--- src/rtl/uart_tx_pkg.sv ---
// Purpose : shared types and constants for the memory-mapped UART transmitter.
// Latency : n/a (package only).
// Backpres: n/a. Contents: serializer state enum, status bit positions, default addresses.
package uart_tx_pkg;

  typedef enum logic [1:0] {
    IDLE  = 2'd0,
    START = 2'd1,
    DATA  = 2'd2,
    STOP  = 2'd3
  } state_t;

  // Bit positions inside the status word.
  localparam int STAT_EMPTY = 0;
  localparam int STAT_FULL  = 1;
  localparam int STAT_BUSY  = 2;
  localparam int STAT_OVF   = 3;

  // Writing a 1 to this bit of the status register clears the sticky overflow.
  localparam int OVF_CLR_BIT = 3;

  localparam logic [15:0] DEF_TX_ADDR     = 16'hFFFF;
  localparam logic [15:0] DEF_STATUS_ADDR = 16'hFFFE;

endpackage

--- src/rtl/sync_fifo.sv ---
// Purpose : single-clock circular-buffer FIFO with extra-MSB pointers for full/empty.
// Latency : pop_data shows the head combinationally; a push is visible after one edge.
// Backpres: a push is taken when not full or when a pop happens in the same cycle.
// Ports   : clk, rst (async, active-high), push/push_data, pop/pop_data, full, empty.
module sync_fifo #(
  parameter int WIDTH = 8,
  parameter int DEPTH = 16
) (
  input  logic             clk,
  input  logic             rst,
  input  logic             push,
  input  logic [WIDTH-1:0] push_data,
  input  logic             pop,
  output logic [WIDTH-1:0] pop_data,
  output logic             full,
  output logic             empty
);

  localparam int AW = $clog2(DEPTH);
  localparam int PW = AW + 1;

  logic [WIDTH-1:0] mem [DEPTH];
  logic [PW-1:0]    wr_ptr;
  logic [PW-1:0]    rd_ptr;
  logic             do_push;
  logic             do_pop;

  assign empty = (wr_ptr == rd_ptr);
  assign full  = (wr_ptr[AW] != rd_ptr[AW]) && (wr_ptr[AW-1:0] == rd_ptr[AW-1:0]);

  assign do_pop  = pop && !empty;
  // When full, the slot being written is the one being popped this cycle; the
  // head is read before the edge, so the overlap is safe.
  assign do_push = push && (!full || do_pop);

  assign pop_data = mem[rd_ptr[AW-1:0]];

  always_ff @(posedge clk or posedge rst) begin
    if (rst) begin
      wr_ptr <= '0;
      rd_ptr <= '0;
    end else begin
      if (do_push) wr_ptr <= wr_ptr + PW'(1);
      if (do_pop)  rd_ptr <= rd_ptr + PW'(1);
    end
  end

  always_ff @(posedge clk) begin
    if (do_push) mem[wr_ptr[AW-1:0]] <= push_data;
  end

endmodule

--- src/rtl/uart_tx_mmio.sv ---
// Purpose : memory-mapped 8N1 UART transmitter snooping the CPU write port and read1 port.
// Latency : status read valid one cycle after the address hit; a byte into an idle, empty
//           unit is popped on the next edge and its start bit follows that edge.
// Backpres: none toward the CPU; a TX write into a full FIFO is dropped and sets sticky overflow.
// Ports   : clk, rst (async, active-high), mem_read_en/mem_read1_addr, mem_write_en/
//           mem_write_addr/mem_write_data, io_read_valid/io_read_data, uart_tx, tx_busy.
// Option  : define UART_TX_STATS_EN for a frames_sent counter at STATUS_ADDR-1.
module uart_tx_mmio
  import uart_tx_pkg::*;
#(
  parameter int          CLKS_PER_BIT = 434,
  parameter int          FIFO_DEPTH   = 16,
  parameter logic [15:0] TX_ADDR      = DEF_TX_ADDR,
  parameter logic [15:0] STATUS_ADDR  = DEF_STATUS_ADDR
) (
  input  logic        clk,
  input  logic        rst,
  input  logic        mem_read_en,
  input  logic [15:0] mem_read1_addr,
  input  logic        mem_write_en,
  input  logic [15:0] mem_write_addr,
  input  logic [15:0] mem_write_data,
  output logic        io_read_valid,
  output logic [15:0] io_read_data,
  output logic        uart_tx,
  output logic        tx_busy
);

  localparam int CW = $clog2(CLKS_PER_BIT);

  state_t        state, state_d;
  logic [CW-1:0] cnt;
  logic [2:0]    bit_idx, bit_idx_d;
  logic [7:0]    shift, shift_d;
  logic          tx_d;
  logic          bit_done;
  logic          pop;

  logic          fifo_full, fifo_empty;
  logic [7:0]    fifo_head;
  logic          tx_wr, ovf_clr, ovf_set, overflow;
  logic          status_rd, rd_hit;
  logic [15:0]   status_word, rd_word;
  logic          unused_wdata;

  assign unused_wdata = ^mem_write_data[15:8];

  // ---------------- write decode ----------------
  assign tx_wr   = mem_write_en && (mem_write_addr == TX_ADDR);
  assign ovf_clr = mem_write_en && (mem_write_addr == STATUS_ADDR) && mem_write_data[OVF_CLR_BIT];
  assign ovf_set = tx_wr && fifo_full && !pop;

  sync_fifo #(.WIDTH(8), .DEPTH(FIFO_DEPTH)) u_fifo (
    .clk       (clk),
    .rst       (rst),
    .push      (tx_wr),
    .push_data (mem_write_data[7:0]),
    .pop       (pop),
    .pop_data  (fifo_head),
    .full      (fifo_full),
    .empty     (fifo_empty)
  );

  // A new overflow wins over a clear in the same cycle.
  always_ff @(posedge clk or posedge rst) begin
    if (rst) overflow <= 1'b0;
    else     overflow <= ovf_set | (overflow & ~ovf_clr);
  end

  assign tx_busy = (state != IDLE) || !fifo_empty;

  // ---------------- serializer FSM ----------------
  assign bit_done = (cnt == CW'(CLKS_PER_BIT - 1));

  always_ff @(posedge clk or posedge rst) begin
    if (rst) begin
      state   <= IDLE;
      bit_idx <= 3'd0;
      shift   <= 8'd0;
      cnt     <= '0;
      uart_tx <= 1'b1;
    end else begin
      state   <= state_d;
      bit_idx <= bit_idx_d;
      shift   <= shift_d;
      // The counter idles at zero, so popping into START starts a fresh bit period.
      cnt     <= (state == IDLE || bit_done) ? '0 : cnt + CW'(1);
      uart_tx <= tx_d;
    end
  end

  always_comb begin
    state_d   = state;
    bit_idx_d = bit_idx;
    shift_d   = shift;
    pop       = 1'b0;
    case (state)
      IDLE: begin
        if (!fifo_empty) begin
          pop     = 1'b1;
          shift_d = fifo_head;
          state_d = START;
        end
      end
      START: begin
        if (bit_done) begin
          state_d   = DATA;
          bit_idx_d = 3'd0;
        end
      end
      DATA: begin
        if (bit_done) begin
          shift_d = {1'b0, shift[7:1]};
          if (bit_idx == 3'd7) state_d = STOP;
          else                 bit_idx_d = bit_idx + 3'd1;
        end
      end
      STOP: begin
        if (bit_done) state_d = IDLE;
      end
      default: state_d = IDLE;
    endcase
  end

  // Line level is decided from the next state so the registered output lines up with it.
  always_comb begin
    tx_d = 1'b1;
    case (state_d)
      START:   tx_d = 1'b0;
      DATA:    tx_d = shift_d[0];
      default: tx_d = 1'b1;
    endcase
  end

  // ---------------- read path ----------------
  assign status_rd = mem_read_en && (mem_read1_addr == STATUS_ADDR);

  always_comb begin
    status_word             = '0;
    status_word[STAT_EMPTY] = fifo_empty;
    status_word[STAT_FULL]  = fifo_full;
    status_word[STAT_BUSY]  = tx_busy;
    status_word[STAT_OVF]   = overflow;
  end

`ifdef UART_TX_STATS_EN
  localparam logic [15:0] STATS_ADDR = STATUS_ADDR - 16'd1;

  logic [15:0] frames_sent;
  logic        stats_rd, stats_clr;

  assign stats_rd  = mem_read_en && (mem_read1_addr == STATS_ADDR);
  assign stats_clr = mem_write_en && (mem_write_addr == STATS_ADDR);

  always_ff @(posedge clk or posedge rst) begin
    if (rst)                                    frames_sent <= 16'd0;
    else if (stats_clr)                         frames_sent <= 16'd0;
    else if (state == STOP && state_d == IDLE)  frames_sent <= frames_sent + 16'd1;
  end

  assign rd_hit  = status_rd || stats_rd;
  assign rd_word = status_rd ? status_word : frames_sent;
`else
  assign rd_hit  = status_rd;
  assign rd_word = status_word;
`endif

  always_ff @(posedge clk or posedge rst) begin
    if (rst) begin
      io_read_valid <= 1'b0;
      io_read_data  <= 16'd0;
    end else begin
      io_read_valid <= rd_hit;
      if (rd_hit) io_read_data <= rd_word;
    end
  end

endmodule

--- config.mk ---
export PLATFORM = sky130hd
export DESIGN_NAME = uart_tx_mmio
export DESIGN_NICKNAME = d
export VERILOG_FILES = /design/src/rtl/uart_tx_pkg.sv /design/src/rtl/sync_fifo.sv /design/src/rtl/uart_tx_mmio.sv
export SDC_FILE = /design/constraint.sdc
export NUM_CORES = 1
export LEC_CHECK = 0
export CORE_MARGIN = 2
export CORE_UTILIZATION = 25
export CTS_CLUSTER_DIAMETER = 150
export DETAILED_ROUTE_END_ITERATION = 16
export GPL_ROUTABILITY_DRIVEN = 0
export PLACE_DENSITY = 0.44
export SLEW_MARGIN = 20
export SYNTH_ARGS = -nofsm -noshare
export SYNTH_HDL_FRONTEND = slang
export SYNTH_SLANG_ARGS = --single-unit
--- constraint.sdc ---
create_clock -name clk -period 2.5 [get_ports clk]
set_clock_uncertainty 0.2 [all_clocks]
set_input_delay 0.5 -clock clk [delete_from_list [all_inputs] [get_ports clk]]
set_output_delay 0.5 -clock clk [all_outputs]
set_load 0.01 [all_outputs]
==> qor.txt, run 1 <==
outcome = complete, no violations
worst slew pin tran = 0.7090 ns
first-pass GRT wire length = 23,750 microns
DR vias = 3,935
final wirelength = 15,720 microns
Starting Density = 0.2529
initial antenna violation count = 0
Die ar. = 0.02930 sq mm
Die Y = 171.2 microns
worst setup path category = input port to flip-flop
setup repair after global routing missed its margin = true
root buf cell = clkbuf_16
max-cap viol count = 0
Synth cell types = 48
Nets = 575
Port Buffer Count = 50
final hold vios = 0
drt pass-1 iters = 6
GRT Util Overall = 0.1123
Clk Latency, worst-skew pair = 0.44 ns
clk slew on worst S/H paths = 0.07 ns
1st-iter DRT viols = 230
multi-input logic area = 0.002011 sq mm
syn avg cell area = 16.44 sq um
CTS tree = built
crit-path max FO = 8
H-tree depth = 4
min Tclk post-route = 2.451 ns
fin crit share = 0.9805
WL/cell = 17.37 microns
Chip Width = 171.2 microns
Inserted Diodes = 0
clk sinks = 167
PD cells = 833.1 mW/mm^2
Slew Limit Fails = 0
largest net degree at the start of global routing = 40
asr flop ratio synth = 0.2335
cts bufs inserted = 17
post-synthesis register bit count = 167
remaining routing DRC violations = 0
Post-synth EDFFs = 128
Syn Inst Count = 425
core area = 0.02763 sq mm
total congestion overflow = 0
vias per cell = 4.348
WP data arrival = 2.39 ns
Max Clk Rate = 0.4080 GHz
Seq/Total Area, Yosys = 0.6899
CP max-delay cell = clkdlybuf4s50_1
row count = 61
I/O pin count = 71
dominant synthesized flop cell = edfxtp_1
CP Launch Type = input port
crit-path leading delay family = simple AND/OR/NAND/NOR gates
slowest stage delay, CP = 0.46 ns
Finished Cell Area = 0.008751 sq mm
share of layout cells above drive strength 1 = 0.2334
Ys Warns = 0
Routed Antenna Nets = 0
Worst Hold Class = flip-flop to flip-flop
buffers and inverters on the worst path = 3
Detail Placement HPWL = 10,320 microns
vias in the first global route = 4,009
fin util = 0.3167
clock tree buffer depth = 2
P&R area growth vs syn = 25.23%
crit path capture type = flip-flop
worst-path cell chain = clkdlybuf4s50_1, nand4_1, nor4_2, buf_4, o31a_2, nand3_1, nor3_1, buf_4
hold_buf cts = 0
mapped cell area = 0.006988 sq mm
slew margin rel. = 0.5259
setup violators final = 0
CP required = 2.44 ns
Leakage = 3.031 nW
worst vdd ir = 0.0004337 V
Fillers = 2,736
Sequential Area = 0.004823 sq mm
most frequent CP cell = buf_4
dpl cell area = 0.008125 sq mm
total negative slack = 0 ns
## path summary, 6_finish.rpt
check,start,endpoint,depth (start not counted),slack [ns]
hold reg to reg,io_read_data[1],io_read_data[1],2,0.29
min in group asynchronous,rst,u_fifo.wr_ptr[0],3,0.31
setup reg to reg,u_fifo.rd_ptr[0],shift[4],6,0.17
hold / removal,io_read_data[1],io_read_data[1],2,0.29
max in group asynchronous,rst,u_fifo.rd_ptr[0],3,1.39
setup / recovery,mem_write_addr[14],u_fifo.mem[2][0],8,0.05
## synth_stat cells, types with 5 or more instances
cell type,n,area (sq um)
mux2_2,5,56.30
inv_1,6,22.52
a21oi_1,12,60.06
nor2_1,31,116.4
dfrtp_1,38,950.9
a22oi_1,17,127.6
ha_1,9,112.6
nor3_1,5,25.02
clkbuf_1,5,18.77
a221o_1,6,60.06
xor2_1,6,52.55
nand2_1,20,75.07
o21ai_0,5,25.02
edfxtp_1,128,3844
xnor2_1,15,131.4
mux4_2,31,698.2
nand4_1,8,50.05
buf_2,8,40.04
nand3_1,11,55.05
buf_4,14,105.1
## cell usage in the layout, fill, tap and decap left out, types with 4 or more instances in the layout
cell type,synthesis,routed
clkinv_8,0,4
conb_1,1,12
nand3_1,11,11
clkdlybuf4s50_1,0,49
and3_1,4,4
xnor2_1,15,15
inv_8,0,4
o21ai_0,5,5
dfrtp_1,38,36
edfxtp_1,128,128
inv_6,0,4
nor2_1,31,30
a22oi_1,17,17
a21oi_1,12,12
xor2_1,6,6
nand2_1,20,20
ha_1,9,9
nand2b_1,4,4
inv_1,6,6
mux4_2,31,31
buf_4,14,38
a221o_1,6,6
mux2_2,5,5
nand4_1,8,8
clkbuf_16,0,17
## cells by family after synthesis
logic type | count (synthesis) | share of synthesized area
and+or+nand+nor | 97 | 0.06929
other | 1 | 0.0005366
adders and majority gates | 9 | 0.01611
xor gates and xnor gates | 21 | 0.02632
AOI/OAI and AO/OA | 54 | 0.05461
buffers and inverters | 37 | 0.03098
DFF | 167 | 0.6899
muxes | 39 | 0.1123
## repair_timing
action,CTS,global route
setup endpoints to repair,1,121
buffers inserted,0,2
pin swaps,0,2
gates resized for setup,1,6
## metrics by stage
step | hold WS (ns) | power, W | setup slack, ns | instances
floorplan | 0.2531 | 0.004264 | -0.2117 | 436
global route | 0.3110 | 0.007659 | -0.05695 | 905
finish | 0.2863 | 0.007290 | 0.04875 | 905
CTS | 0.2940 | 0.007395 | 0.02327 | 903
global placement | 0.2655 | 0.004734 | -0.3894 | 871
detailed placement | 0.2782 | 0.004752 | -0.3926 | 871
## registers in the layout, summed over array words and instances, names as in the netlist, 2 cells and up
name,count
u_fifo.mem,128
bit_idx,3
u_fifo.wr_ptr,5
u_fifo.rd_ptr,5
state,2
shift,8
cnt,9
io_read_data,4
## final cells by class
type,instances,area share
Clock buffer,17,0.04861
Sequential cell,167,0.5512
Timing Repair Buffer,90,0.09379
Tap cell,378,0.05405
Multi-Input combinational cell,232,0.2298
Inverter,6,0.002574
Clock inverter,15,0.02002
## worst min-delay path: cells and delay by family (launching register included)
family	cells	cell delay, ns
simple gates	1	0.05
flops	1	0.35
compound gates	1	0.05
## metal layers
layer,track usage,up-vias,wire (microns)
li1,-,1800,-
met5,0,-,0
met4,0.03648,0,182
met1,0.1523,2018,7173
met2,0.1779,102,7398
met3,0.02646,15,963
## report_power, final
| group | leakage [nW] | switching, W | total, W | internal, W |
|---|---|---|---|---|
| sequential | 1.66 | 0.000116 | 0.00324 | 0.00312 |
| combinational | 1.08 | 0.000694 | 0.00143 | 0.000736 |
| clock | 0.295 | 0.00127 | 0.00262 | 0.00136 |
| total | 3.03 | 0.00207 | 0.00729 | 0.00522 |
(Power assumes the default switching activity.)
==> run 2, diff against run 1 <==
--- a/config.mk
+++ b/config.mk
@@ -5,7 +5,7 @@
 export SDC_FILE = /design/constraint.sdc
 export NUM_CORES = 1
 export LEC_CHECK = 0
-export CORE_MARGIN = 2
+export CORE_ASPECT_RATIO = 0.9
 export CORE_UTILIZATION = 25
 export CTS_CLUSTER_DIAMETER = 150
 export DETAILED_ROUTE_END_ITERATION = 16
@@ -15,3 +15,4 @@
 export SYNTH_ARGS = -nofsm -noshare
 export SYNTH_HDL_FRONTEND = slang
 export SYNTH_SLANG_ARGS = --single-unit
+export TNS_END_PERCENT = 10
==> run 2 against run 1 <==
Compared with the run above:
- wire length decreased by 5.2%
- final cell count decreased by 1.9%
- clock power decreased by 3%
==> qor.txt, run 2 (synthesized netlist as in run 1, its figures left out) <==
outcome = complete, no violations
Slew Limit Fails = 0
hold_buf cts = 0
fin util = 0.3228
worst slew pin tran = 0.7110 ns
worst-path cell chain = clkdlybuf4s50_1, nand4_1, nor4_2, buf_4, o31a_2, nand3_1, nor2_1, buf_4
Clk Latency, worst-skew pair = 0.43 ns
setup violators final = 0
Leakage = 3.058 nW
final hold vios = 0
buffers and inverters on the worst path = 3
final wirelength = 14,900 microns
most common cell after layout, fill and taps aside = edfxtp_1
remaining routing DRC violations = 0
Detail Placement HPWL = 9969 microns
1st-iter DRT viols = 218
WP data arrival = 2.33 ns
Chip Width = 178.2 microns
max-cap viol count = 0
drt pass-1 iters = 4
Routed Antenna Nets = 0
wire length on met2 = 7124 microns
Nets = 581
M1 wire length = 6893 microns
Fillers = 2,656
crit path capture type = flip-flop
crit-path max FO = 8
R2R depth = 6
most frequent CP cell = buf_4
largest net degree at the start of global routing = 37
total negative slack = 0 ns
met3 WL post-DR = 697 microns
total congestion overflow = 0
highest routed layer = met4
CP Launch Type = input port
initial antenna violation count = 0
H-tree depth = 4
slew margin rel. = 0.5231
most frequent cells in the layout = edfxtp_1 (128), clkdlybuf4s50_1 (49), buf_4 (39), dfrtp_1 (36), mux4_2 (31)
GRT Util Overall = 0.1109
Die ar. = 0.02863 sq mm
row count = 57
R2R setup slack = 0.17 ns
Worst Hold Class = input port to asynchronous set/reset pin
Largest register FFs = 128
FF-to-FF Start = u_fifo.rd_ptr[0]
WL/cell = 16.78 microns
crit-path leading delay family = buffers and inverters
PD cells = 820.5 mW/mm^2
crit path launch = mem_write_addr[6]
vias per cell = 4.383
Power Total = 0.007216 W
clock tree buffer depth = 2
Cells after DPL = 854
root buf cell = clkbuf_16
slowest stage delay, CP = 0.46 ns
vias in the first global route = 4,080
Sequential Area = 0.004823 sq mm
fin crit share = 0.9661
setup repair after global routing missed its margin = true
CP required = 2.42 ns
CTS tree = built
cts bufs inserted = 17
P&R area growth vs syn = 25.85%
Starting Density = 0.2565
clk sinks = 167
Port Buffer Count = 50
worst vdd ir = 0.0004658 V
multi-input logic area = 0.002026 sq mm
DR vias = 3,892
Levels on crit path = 8
clk slew on worst S/H paths = 0.07 ns
Die Y = 160.6 microns
first-pass GRT wire length = 22,980 microns
CP max-delay cell = clkdlybuf4s50_1
min Tclk post-route = 2.415 ns
share of layout cells above drive strength 1 = 0.2420
core area = 0.02724 sq mm
worst setup path category = input port to flip-flop
Max Clk Rate = 0.4141 GHz
final cell count without fillers = 888
I/O pin count = 71
## run 2: worst paths after layout
kind | end
setup / recovery | u_fifo.mem[6][1]
max in group asynchronous | u_fifo.wr_ptr[1]
hold reg to reg | io_read_data[1]
min in group clk | io_read_data[1]
hold / removal | cnt[2]
setup reg to reg | u_fifo.mem[11][0]
## run 2: routing by layer
metal  global-route usage  up-vias
met5                    0        -
met4              0.03698        0
met3              0.02557       16
met2               0.1818       91
met1               0.1440     1963
li1                     -     1822
## run 2: power by group
| group | switching [W] | internal, W | total [W] |
|---|---|---|---|
| logic | 0.000644 | 0.000770 | 0.00141 |
| registers | 0.000128 | 0.00313 | 0.00325 |
| clock network | 0.00114 | 0.00141 | 0.00255 |
## run 2: timing repair
| item | 4_1_cts | 5_1_grt |
|---|---|---|
| buffers inserted | 1 | 0 |
| setup endpoints to repair | 9 | 61 |
| resized for setup | 4 | 7 |
| pin swaps | 1 | 3 |
## run 2: area by class of cell
cell class / count / share of cell area
clock buffer: 19 / 0.04922
antenna: 1 / 0.0002845
multi-input combinational: 232 / 0.2303
sequential: 167 / 0.5484
tap: 354 / 0.05036
timing repair buffer: 96 / 0.1030
clock inverter: 13 / 0.01579
inverter: 6 / 0.002561
## run 2: per-stage QoR
stage | setup slack (ns) | cell area [sq um] | hold WS [ns]
6_report | 0.08487 | 8795 | 0.2251
5_1_grt | -0.03458 | 8792 | 0.2737
4_1_cts | 0.02509 | 8763 | 0.2481
3_5_place_dp | -0.4801 | 8173 | 0.2719
3_3_place_gp | -0.3746 | 8173 | 0.2691
2_1_floorplan | -0.2117 | 7034 | 0.2531
